===== src/rtl/spi_target_pkg.sv =====
// Shared constants and types for the spi_target SPI mode-0 responder.
package spi_target_pkg;

    localparam logic [7:0]  IDLE_BYTE_DEF  = 8'hFF;
    localparam int unsigned SYNC_STAGES    = 2;

    // Mode 0: SCK idles low, sample on the edge leaving idle, shift on the return.
    localparam logic        SCK_IDLE_LEVEL = 1'b0;

    // Bit positions inside the synchronized pin bus {sck, cs_n, mosi}.
    localparam int unsigned PIN_SCK        = 2;
    localparam int unsigned PIN_CSN        = 1;
    localparam int unsigned PIN_MOSI       = 0;
    localparam logic [2:0]  PIN_RST_VAL    = 3'b010;

    typedef enum logic {
        ST_IDLE   = 1'b0,
        ST_ACTIVE = 1'b1
    } state_e;

    function automatic logic [7:0] shift_in(input logic [7:0] cur, input logic bit_in);
        return {cur[6:0], bit_in};
    endfunction

endpackage


===== src/rtl/spi_target_rxfifo.sv =====
// Synchronous FIFO for received bytes; used by spi_target only with SPI_TARGET_RXFIFO_EN.
module spi_target_rxfifo #(
    parameter int unsigned DEPTH = 4,
    parameter int unsigned WIDTH = 8
) (
    input  logic                     clk_i,
    input  logic                     rst_i,
    input  logic                     push_i,
    input  logic                     pop_i,
    input  logic [WIDTH-1:0]         din_i,
    output logic [WIDTH-1:0]         dout_o,
    output logic                     full_o,
    output logic                     empty_o,
    output logic [$clog2(DEPTH):0]   count_o
);

    localparam int unsigned AW = $clog2(DEPTH);

    logic [WIDTH-1:0] mem_q [DEPTH];
    logic [AW-1:0]    wr_ptr_q;
    logic [AW-1:0]    rd_ptr_q;
    logic [AW:0]      count_q;
    logic             push_ok_s;
    logic             pop_ok_s;

    assign full_o    = (count_q == (AW+1)'(DEPTH));
    assign empty_o   = (count_q == '0);
    assign count_o   = count_q;
    assign dout_o    = mem_q[rd_ptr_q];
    assign pop_ok_s  = pop_i & ~empty_o;
    // A full FIFO still accepts a push when a pop frees a slot in the same cycle.
    assign push_ok_s = push_i & (~full_o | pop_ok_s);

    // Storage, pointers and occupancy.
    always_ff @(posedge clk_i or posedge rst_i) begin
        if (rst_i) begin
            for (int i = 0; i < int'(DEPTH); i++) begin
                mem_q[i] <= '0;
            end
            wr_ptr_q <= '0;
            rd_ptr_q <= '0;
            count_q  <= '0;
        end else begin
            if (push_ok_s) begin
                mem_q[wr_ptr_q] <= din_i;
                wr_ptr_q        <= wr_ptr_q + AW'(1);
            end
            if (pop_ok_s) begin
                rd_ptr_q <= rd_ptr_q + AW'(1);
            end
            case ({push_ok_s, pop_ok_s})
                2'b10:   count_q <= count_q + (AW+1)'(1);
                2'b01:   count_q <= count_q - (AW+1)'(1);
                default: count_q <= count_q;
            endcase
        end
    end

endmodule


===== src/rtl/spi_target.sv =====
// SPI mode-0 target oversampled in the fclk domain.
// Optional rx FIFO (FIFO_DEPTH entries) when SPI_TARGET_RXFIFO_EN is defined.
module spi_target
    import spi_target_pkg::*;
#(
    parameter logic [7:0]  IDLE_BYTE  = IDLE_BYTE_DEF,
    parameter int unsigned FIFO_DEPTH = 4
) (
    input  logic       fclk,
    input  logic       rst,
    input  logic       sck,
    input  logic       cs_n,
    input  logic       mosi,
    output logic       miso,
    output logic       miso_oe,
    output logic [7:0] rx_data,
    output logic       rx_valid,
    input  logic       rx_ready,
    input  logic [7:0] tx_data,
    input  logic       tx_load,
    output logic       tx_empty,
    output logic       overrun,
    output logic       sel_start,
    output logic       sel_end
);

    logic [2:0] sync_q [SYNC_STAGES];
    logic [2:0] pins_s;
    logic [1:0] hist_q;
    logic       sck_lead_s;
    logic       sck_trail_s;
    logic       cs_fall_s;
    logic       cs_rise_s;
    logic       mosi_s;

    state_e     state_q, state_d;
    logic [2:0] bit_cnt_q, bit_cnt_d;
    logic [7:0] rx_shift_q, rx_shift_d;
    logic [7:0] tx_shift_q, tx_shift_d;
    logic [7:0] tx_buf_q, tx_buf_d;
    logic       tx_empty_q, tx_empty_d;
    logic       reload_q, reload_d;
    logic       byte_done_q, byte_done_d;
    logic       sel_start_q, sel_start_d;
    logic       sel_end_q, sel_end_d;
    logic       miso_q, miso_d;
    logic       overrun_q, overrun_d;
    logic       take_tx_s;

    // Pin synchronizers plus history for sck and cs_n.
    always_ff @(posedge fclk or posedge rst) begin
        if (rst) begin
            for (int i = 0; i < int'(SYNC_STAGES); i++) begin
                sync_q[i] <= PIN_RST_VAL;
            end
            hist_q <= {PIN_RST_VAL[PIN_SCK], PIN_RST_VAL[PIN_CSN]};
        end else begin
            sync_q[0] <= {sck, cs_n, mosi};
            for (int i = 1; i < int'(SYNC_STAGES); i++) begin
                sync_q[i] <= sync_q[i-1];
            end
            hist_q <= {sync_q[SYNC_STAGES-1][PIN_SCK], sync_q[SYNC_STAGES-1][PIN_CSN]};
        end
    end

    assign pins_s      = sync_q[SYNC_STAGES-1];
    assign mosi_s      = pins_s[PIN_MOSI];
    assign sck_lead_s  = (pins_s[PIN_SCK] != hist_q[1]) && (pins_s[PIN_SCK] != SCK_IDLE_LEVEL);
    assign sck_trail_s = (pins_s[PIN_SCK] != hist_q[1]) && (pins_s[PIN_SCK] == SCK_IDLE_LEVEL);
    assign cs_fall_s   = hist_q[0] & ~pins_s[PIN_CSN];
    assign cs_rise_s   = ~hist_q[0] & pins_s[PIN_CSN];

    // Transfer FSM, shift registers and tx holding register.
    always_comb begin
        state_d     = state_q;
        bit_cnt_d   = bit_cnt_q;
        rx_shift_d  = rx_shift_q;
        tx_shift_d  = tx_shift_q;
        tx_buf_d    = tx_buf_q;
        tx_empty_d  = tx_empty_q;
        reload_d    = reload_q;
        byte_done_d = 1'b0;
        sel_start_d = 1'b0;
        sel_end_d   = 1'b0;
        take_tx_s   = 1'b0;

        case (state_q)
            ST_IDLE: begin
                if (cs_fall_s) begin
                    state_d     = ST_ACTIVE;
                    bit_cnt_d   = 3'd0;
                    reload_d    = 1'b0;
                    sel_start_d = 1'b1;
                    take_tx_s   = 1'b1;
                end else begin
                    state_d = ST_IDLE;
                end
            end
            ST_ACTIVE: begin
                // Deselect outranks any SCK edge seen in the same cycle.
                if (cs_rise_s) begin
                    state_d    = ST_IDLE;
                    bit_cnt_d  = 3'd0;
                    rx_shift_d = 8'h00;
                    reload_d   = 1'b0;
                    sel_end_d  = 1'b1;
                end else if (sck_lead_s) begin
                    rx_shift_d = shift_in(rx_shift_q, mosi_s);
                    bit_cnt_d  = bit_cnt_q + 3'd1;
                    if (bit_cnt_q == 3'd7) begin
                        byte_done_d = 1'b1;
                        reload_d    = 1'b1;
                    end else begin
                        reload_d = 1'b0;
                    end
                end else if (sck_trail_s) begin
                    if (reload_q) begin
                        take_tx_s = 1'b1;
                        reload_d  = 1'b0;
                    end else begin
                        tx_shift_d = {tx_shift_q[6:0], 1'b0};
                    end
                end else begin
                    state_d = ST_ACTIVE;
                end
            end
            default: begin
                state_d = ST_IDLE;
            end
        endcase

        if (take_tx_s) begin
            tx_shift_d = tx_empty_q ? IDLE_BYTE : tx_buf_q;
        end else begin
            tx_shift_d = tx_shift_d;
        end

        // Core writes only into a free buffer; the shifter frees only a full one.
        if (tx_empty_q) begin
            if (tx_load) begin
                tx_buf_d   = tx_data;
                tx_empty_d = 1'b0;
            end else begin
                tx_empty_d = 1'b1;
            end
        end else begin
            if (take_tx_s) begin
                tx_empty_d = 1'b1;
            end else begin
                tx_empty_d = 1'b0;
            end
        end

        miso_d = (state_q == ST_ACTIVE) ? tx_shift_q[7] : 1'b1;
    end

    // Core state registers.
    always_ff @(posedge fclk or posedge rst) begin
        if (rst) begin
            state_q     <= ST_IDLE;
            bit_cnt_q   <= 3'd0;
            rx_shift_q  <= 8'h00;
            tx_shift_q  <= 8'h00;
            tx_buf_q    <= 8'h00;
            tx_empty_q  <= 1'b1;
            reload_q    <= 1'b0;
            byte_done_q <= 1'b0;
            sel_start_q <= 1'b0;
            sel_end_q   <= 1'b0;
            miso_q      <= 1'b1;
            overrun_q   <= 1'b0;
        end else begin
            state_q     <= state_d;
            bit_cnt_q   <= bit_cnt_d;
            rx_shift_q  <= rx_shift_d;
            tx_shift_q  <= tx_shift_d;
            tx_buf_q    <= tx_buf_d;
            tx_empty_q  <= tx_empty_d;
            reload_q    <= reload_d;
            byte_done_q <= byte_done_d;
            sel_start_q <= sel_start_d;
            sel_end_q   <= sel_end_d;
            miso_q      <= miso_d;
            overrun_q   <= overrun_d;
        end
    end

    assign miso      = miso_q;
    assign miso_oe   = (state_q == ST_ACTIVE);
    assign tx_empty  = tx_empty_q;
    assign sel_start = sel_start_q;
    assign sel_end   = sel_end_q;
    assign overrun   = overrun_q;

`ifdef SPI_TARGET_RXFIFO_EN
    logic                        fifo_full_s;
    logic                        fifo_empty_s;
    logic                        fifo_pop_s;
    logic [$clog2(FIFO_DEPTH):0] fifo_count_unused_s;

    assign fifo_pop_s = rx_ready & ~fifo_empty_s;

    spi_target_rxfifo #(
        .DEPTH (FIFO_DEPTH),
        .WIDTH (8)
    ) u_rxfifo (
        .clk_i   (fclk),
        .rst_i   (rst),
        .push_i  (byte_done_q),
        .pop_i   (fifo_pop_s),
        .din_i   (rx_shift_q),
        .dout_o  (rx_data),
        .full_o  (fifo_full_s),
        .empty_o (fifo_empty_s),
        .count_o (fifo_count_unused_s)
    );

    assign rx_valid = ~fifo_empty_s;

    // A byte is lost only when the FIFO is full and not draining this cycle.
    always_comb begin
        overrun_d = byte_done_q & fifo_full_s & ~fifo_pop_s;
    end
`else
    logic [7:0] rx_data_q, rx_data_d;
    logic       rx_valid_q, rx_valid_d;
    logic       unused_fifo_depth_s;

    assign unused_fifo_depth_s = (FIFO_DEPTH != 32'd0);

    // Single holding register; a same-cycle handshake frees it for the new byte.
    always_comb begin
        rx_data_d  = rx_data_q;
        rx_valid_d = rx_valid_q;
        overrun_d  = 1'b0;
        if (byte_done_q) begin
            if (!rx_valid_q || rx_ready) begin
                rx_data_d  = rx_shift_q;
                rx_valid_d = 1'b1;
            end else begin
                overrun_d = 1'b1;
            end
        end else if (rx_valid_q && rx_ready) begin
            rx_valid_d = 1'b0;
        end else begin
            rx_valid_d = rx_valid_q;
        end
    end

    // Holding register state.
    always_ff @(posedge fclk or posedge rst) begin
        if (rst) begin
            rx_data_q  <= 8'h00;
            rx_valid_q <= 1'b0;
        end else begin
            rx_data_q  <= rx_data_d;
            rx_valid_q <= rx_valid_d;
        end
    end

    assign rx_data  = rx_data_q;
    assign rx_valid = rx_valid_q;
`endif

endmodule

===== config.mk =====
export PLATFORM = sky130hd
export DESIGN_NAME = spi_target
export DESIGN_NICKNAME = d
export VERILOG_FILES = /design/src/rtl/spi_target_pkg.sv /design/src/rtl/spi_target_rxfifo.sv /design/src/rtl/spi_target.sv
export SDC_FILE = /design/constraint.sdc
export NUM_CORES = 1
export LEC_CHECK = 0
export ABC_CLOCK_PERIOD_IN_PS = 1990
export BUFFER_PORTS_ARGS = -buffer_cell sky130_fd_sc_hd__clkbuf_2
export CAP_MARGIN = 20
export CORE_MARGIN = 3
export CORE_UTILIZATION = 55
export DETAILED_ROUTE_END_ITERATION = 12
export GPL_TIMING_DRIVEN = 0
export PLACE_DENSITY = 0.84
export SLEW_MARGIN = 20
export SYNTH_ARGS = -nofsm -noshare
export SYNTH_HDL_FRONTEND = slang
export SYNTH_SLANG_ARGS = --single-unit
export TNS_END_PERCENT = 20

===== constraint.sdc =====
create_clock -name fclk -period 1.99 [get_ports fclk]
set_clock_uncertainty 0.15 [all_clocks]
set_input_delay 0.2985 -clock fclk [delete_from_list [all_inputs] [get_ports fclk]]
set_output_delay 0.2985 -clock fclk [all_outputs]
set_load 0.05 [all_outputs]

==> impl_results.md, run 1 <==
* Cell count after synthesis at ~180
* Via/cell ratio at ~5.6
* Register-to-Register Path Depth at 6
* Clock buffer count from CTS at 5
* Slowest CP cell: dfstp_2
* HPWL Detailed at 2.92 mm
* Ports at 30
* Routed wire length at about 3.9 mm
* Placer Congestion at just over 0.8
* CTS tree: built
* RSZ-0062 raised after global routing: no
* Layout net count at 233
* Yosys Warn Count at 0
* Die H at 70.5 um
* Syn nets at roughly 190
* CP top delay family: flip-flops
* DR pass1 iterations at 4
* MaxCap Viol Count at 0
* Overflow after GRT at 0
* Worst vdd ir at ~0.78 mV
* Most frequent cells in the layout: dfrtp_1 (47), clkbuf_2 (29), mux2_2 (16)
* Final worst path period need at 1.75 ns
* Initial antenna violation count at 0
* Row Count at 22
* Routed len/inst at roughly 15 um
* Synthesized area at around 2300 um^2
* Share of cells above drive strength 1 at just over 40%
* Clock Sinks at between 50 and 60
* Die footprint at ~5000 um^2
* Initial drt markers at 47
* Power Density at 996 nW/um^2
* GRT Resource Usage Total at roughly 18%
* Max Fanout on Critical Path at 10
* CP Cell Sequence: buf_4 > clkbuf_1 > nor3_1 > o21ai_0 > o31ai_1 > o31ai_2
* Die Width at 70.5 um
* Final setup viols at 0
* Area leader, netlist: dfrtp_1
* Asr flop ratio synth at 100%
* ANT nets after route at 0
* Remaining DRCs at 0
* Synth top area cells: dfrtp_1 (51%), mux2_2 (7.9%), dfstp_2 (5.7%)
* Starting density of the core at 59.8%
* Worst slew margin at between 60% and 70%
* Via count at approximately 1.5k
* Sequential-to-total area share from yosys stat at between 50% and 60%
* Core area at 3830 um^2
* Mapped Avg Cell Area at between 10 and 15 um^2
* Final worst path period share at approximately 88%
* Most used DFF post-synth: dfrtp_1
* Count of flip-flops with a built-in enable after synthesis at 0
* Endpoint required time on the critical path at around 2.1 ns
* Setup Fix Bufs, Post-CTS at 0
* Clk root buf: clkbuf_8
* Cell count along the critical path at 6
* Run status: complete, no violations
* Final hold violations at 0
* Worst hold slack at around 0.078 ns
* Post-synth cell types at 38
* CP Class: reg -> reg
* Post-Layout Cell Count at 265
* CP bufs+invs at 2
* Antenna Cells at 0
* First-pass GRT wire length at between 7 and 8 mm
* Inst Count DP at roughly 250
* Buffers on Ports at 29
* Static leakage at approximately 1.3 nW
* Hold/Removal Path Class: in -> reg
* Crit path capture type: register
* Worst Path Arrival at 1.81 ns
* Fin. max-slew vios at 0
* Layout area overhead at 15.7%
* Clock Path Buffers at 2
* Largest net degree at the start of global routing at 32
* Worst-Skew Late Latency at ~0.30 ns
* Crit-path max cell delay at 0.55 ns
* Reg clk slew, reported paths at ~0.1 ns
* Startpoint Class: register
* Fmax at roughly 570 MHz
* H-tree Lvls at 2
* Vias in the first global route at roughly 1.6k
* Worst Tran Pin Value at around 0.46 ns
* Hold Path Depth at 2
* Most common cell after layout, fill and taps aside: dfrtp_1
* Top cell type's share of synthesized area at between 50% and 60%
* Fillcell total at between 200 and 300
* FF+latch count, synth at 52
-- per-layer routing --
metal  up-vias  GRT usage, %  wire (um)
met5         -             0          0
met4         0          6.17         40
met3         5          3.45        157
met2        32          31.0       2050
met1       720          21.5       1650
li1        718             -          -
-- sequential cells by signal (all words and copies together) (netlist names), 2 cells and up --
name	flops
bit_cnt_q	3
hist_q	2
pins_s	3
rx_data	8
rx_shift_q	8
sync_q	3
tx_buf_q	8
tx_shift_q	8
-- cell families (layout without fill, tap and decap cells) --
logic type,count (synthesis),after routing,share of synthesized area [%]
AOI/OAI and AO/OA,40,40,14.6
muxes,16,16,7.87
adders and majority gates,2,2,1.09
and+or+nand+nor,50,50,14.6
DFF,52,52,57.1
buffers and inverters,15,57,4.70
-- synth_stat cells, types with 5 or more instances --
cell and n:
a22o_1 8, buf_6 5, dfrtp_1 47, dfstp_2 5, mux2_2 16, nand2_1 6, nand3_1 8, nor3_1 7
nor3_2 7, o21ai_0 9, o31ai_1 8, o31ai_2 7
-- stage by stage --
stage | cell area [um^2] | setup slack [ns] | util (%) | power, W | TNS (ns)
after CTS | 2650 | 0.229 | 69.2 | 0.00267 | 0
final | 2650 | 0.244 | 69.2 | 0.00264 | 0
after global placement | 2490 | -0.186 | 65.2 | 0.00199 | -8.70
after floorplan | 2290 | 0.195 | - | 0.00190 | 0
after global routing | 2650 | 0.136 | 69.2 | 0.00280 | 0
after detailed placement | 2510 | 0.255 | 65.7 | 0.00205 | 0
-- report_power, final --
group	switching [W]	internal (W)	leakage (nW)	total, W
sequential	0.000139	0.00126	0.665	0.00140
clock	0.000352	0.000257	0.0487	0.000609
combinational	0.000333	0.000296	0.552	0.000628
-- what timing repair did --
action,CTS,global route
resized for setup,0,0
hold endpoints to repair,23,0
hold buffers,4,0
-- final timing paths --
kind	start	end	slack (ns)
max	tx_empty	tx_shift_q[7]	0.24
min	tx_data[0]	tx_buf_q[0]	0.08
max reg2reg	tx_empty	tx_shift_q[7]	0.24
min reg2reg	sync_q[3]	pins_s[0]	0.21
max in group asynchronous	rst	hist_q[0]	0.71
min in group asynchronous	rst	rx_shift_q[1]	0.38
-- layout make-up --
type,count,area [um^2],area share (%)
well taps,48,60.1,2.27
multi-input cells,108,873,33.0
flip-flops and latches,52,1310,49.4
plain buffers,11,92.6,3.50
clock inverters,3,26.3,0.992
repair buffers,34,205,7.75
inverters,4,15.0,0.567
clock buffers,5,68.8,2.60
No activity file was read; power rests on OpenSTA's default activity.
==> run 2: changes to the inputs <==
--- a/config.mk
+++ b/config.mk
@@ -9,10 +9,10 @@
 export BUFFER_PORTS_ARGS = -buffer_cell sky130_fd_sc_hd__clkbuf_2
 export CAP_MARGIN = 20
 export CORE_MARGIN = 3
-export CORE_UTILIZATION = 55
+export CORE_UTILIZATION = 36
 export DETAILED_ROUTE_END_ITERATION = 12
 export GPL_TIMING_DRIVEN = 0
-export PLACE_DENSITY = 0.84
+export PLACE_DENSITY = 0.61
 export SLEW_MARGIN = 20
 export SYNTH_ARGS = -nofsm -noshare
 export SYNTH_HDL_FRONTEND = slang
==> impl_results.md, run 2 (synthesis results as in run 1) <==
* Run status: complete, no violations
* Most common cell after layout, fill and taps aside: dfrtp_1
* Worst hold slack at 0.0680 ns
* Clock buffer count from CTS at 5
* H-tree Lvls at 2
* Worst slew margin at between 70% and 80%
* Final setup viols at 0
* DR pass1 iterations at 4
* Post-Layout Cell Count at just under 300
* Routed wire length at 3.88 mm
* Worst-Skew Late Latency at 0.31 ns
* Flop-to-flop setup slack at between 0.2 and 0.25 ns
* Die footprint at 7350 um^2
* Hold/Removal Path Class: in -> reg
* Layout net count at between 200 and 250
* HPWL Detailed at ~2.8 mm
* Final worst path period share at about nine tenths
* Via count at 1486
* Endpoint required time on the critical path at roughly 2.1 ns
* Setup Fix Bufs, Post-CTS at 0
* Vias in the first global route at 1422
* Initial antenna violation count at 0
* CP Class: reg -> reg
* Final hold violations at 0
* ANT nets after route at 0
* Max Fanout on Critical Path at 10
* Worst Tran Pin Value at roughly 0.41 ns
* Static leakage at around 1.3 nW
* CP Capture Point: tx_shift_q[7]
* Startpoint Class: register
* Remaining DRCs at 0
* Initial drt markers at 57
* Critical path launch point: tx_empty
* Clock Path Buffers at 2
* Fmax at between 500 and 600 MHz
* Power Density at approximately 980 nW/um^2
* First-pass GRT wire length at between 6 and 7 mm
* Overflow after GRT at 0
* Storage cell area at 1310 um^2
* Routed len/inst at around 13 um
* RR Startpoint: tx_empty
* Buffers on Ports at 29
* Die Width at 85.7 um
* Worst vdd ir at roughly 0.59 mV
* Clk root buf: clkbuf_8
* CTS tree: built
* Core area at around 6000 um^2
* Clock Sinks at 52
* Final worst path period need at 1.77 ns
* RSZ-0062 raised after global routing: no
* MaxCap Viol Count at 0
* Inst Count DP at 280
* Area of the multi-input gates at ~870 um^2
* Register-to-Register Path Depth at 6
* Most frequent cells in the layout: dfrtp_1 (47), clkbuf_2 (29), mux2_2 (16)
* Share of cells above drive strength 1 at about two fifths
* Row Count at 28
* Fillcell total at around 580
* Fin. max-slew vios at 0
* Layout area overhead at 17.2%
* Placer Congestion at 0.709
* GRT Resource Usage Total at between 10% and 20%
* Worst Path Arrival at about 1.8 ns
* Largest net degree at the start of global routing at 36
* Via/cell ratio at 5.09
* Starting density of the core at 38.0%
* Antenna Cells at 0
* Ports at 30
* Crit path capture type: register
* Reg-to-reg endpoint: tx_shift_q[7]
* Die H at about 86 um
* Reg clk slew, reported paths at 0.10 ns
-- run 2: changes by cell type in the layout (fill, tap and decap cells not counted) --
cell,delta
clkinvlp_4,+2
inv_8,+1
clkinv_4,-2
inv_6,-1
-- run 2: per-stage QoR --
stage          setup TNS [ns]  area [um^2]  total power (W)  util (%)  worst slack, ns
5_1_grt                     0         2680          0.00280      44.5           0.0633
3_5_place_dp                0         2550          0.00204      42.3            0.252
6_report                    0         2680          0.00264      44.5            0.221
3_3_place_gp           -18.59         2530          0.00201      41.9           -0.398
4_1_cts                     0         2680          0.00268      44.5            0.218
2_1_floorplan               0         2290          0.00190         -            0.195
-- run 2: final cells by class --
cell class	count	area share [%]
buffer	11	3.45
clock buffer	5	2.57
clock inverter	3	0.979
inverter	4	0.560
multi-input combinational	108	32.6
sequential	52	48.7
tap	75	3.50
timing repair buffer	34	7.65
-- run 2: routing by layer --
metal  wire length [um]  share of wire (%)  up-vias  global-route usage, %
li1                   -                  -      720                      -
met1               1930                 50      721                   17.1
met2               1710                 44       38                   16.4
met3                168                4.3        7                   2.31
met4                 70                1.8        0                   4.75
met5                  0                  0        -                      0
-- run 2: what timing repair did --
action,CTS,global route
resized for setup,0,0
hold buffers,4,0
hold endpoints to repair,18,0
endpoints found under the setup margin,0,0
-- run 2: worst min path at each step --
stage	from	depth (start not counted)	to	slack, ns
floorplan	cs_n	0	sync_q[4]	0.15
global placement	sync_q[3]	0	pins_s[0]	0.18
detailed placement	rst	2	sel_end	0.15
CTS	tx_data[0]	2	tx_buf_q[0]	0.06
global route	tx_data[0]	2	tx_buf_q[0]	0.06
finish	tx_data[6]	2	tx_buf_q[6]	0.07
-- run 2: report_power, final --
group | total [W] | internal, W | switching [W] | leakage [nW]
sequential | 0.00139 | 0.00126 | 0.000132 | 0.665
clock | 0.000627 | 0.000256 | 0.000370 | 0.0423
combinational | 0.000619 | 0.000295 | 0.000324 | 0.552
total | 0.00264 | 0.00181 | 0.000826 | 1.26
-- run 2: worst max-delay path, cell delays in order, from the launching register on --
cell	delay (ns)
dfstp_2	0.54
buf_4	0.14
clkbuf_1	0.34
nor3_1	0.08
o21ai_0	0.09
o31ai_1	0.12
o31ai_2	0.22
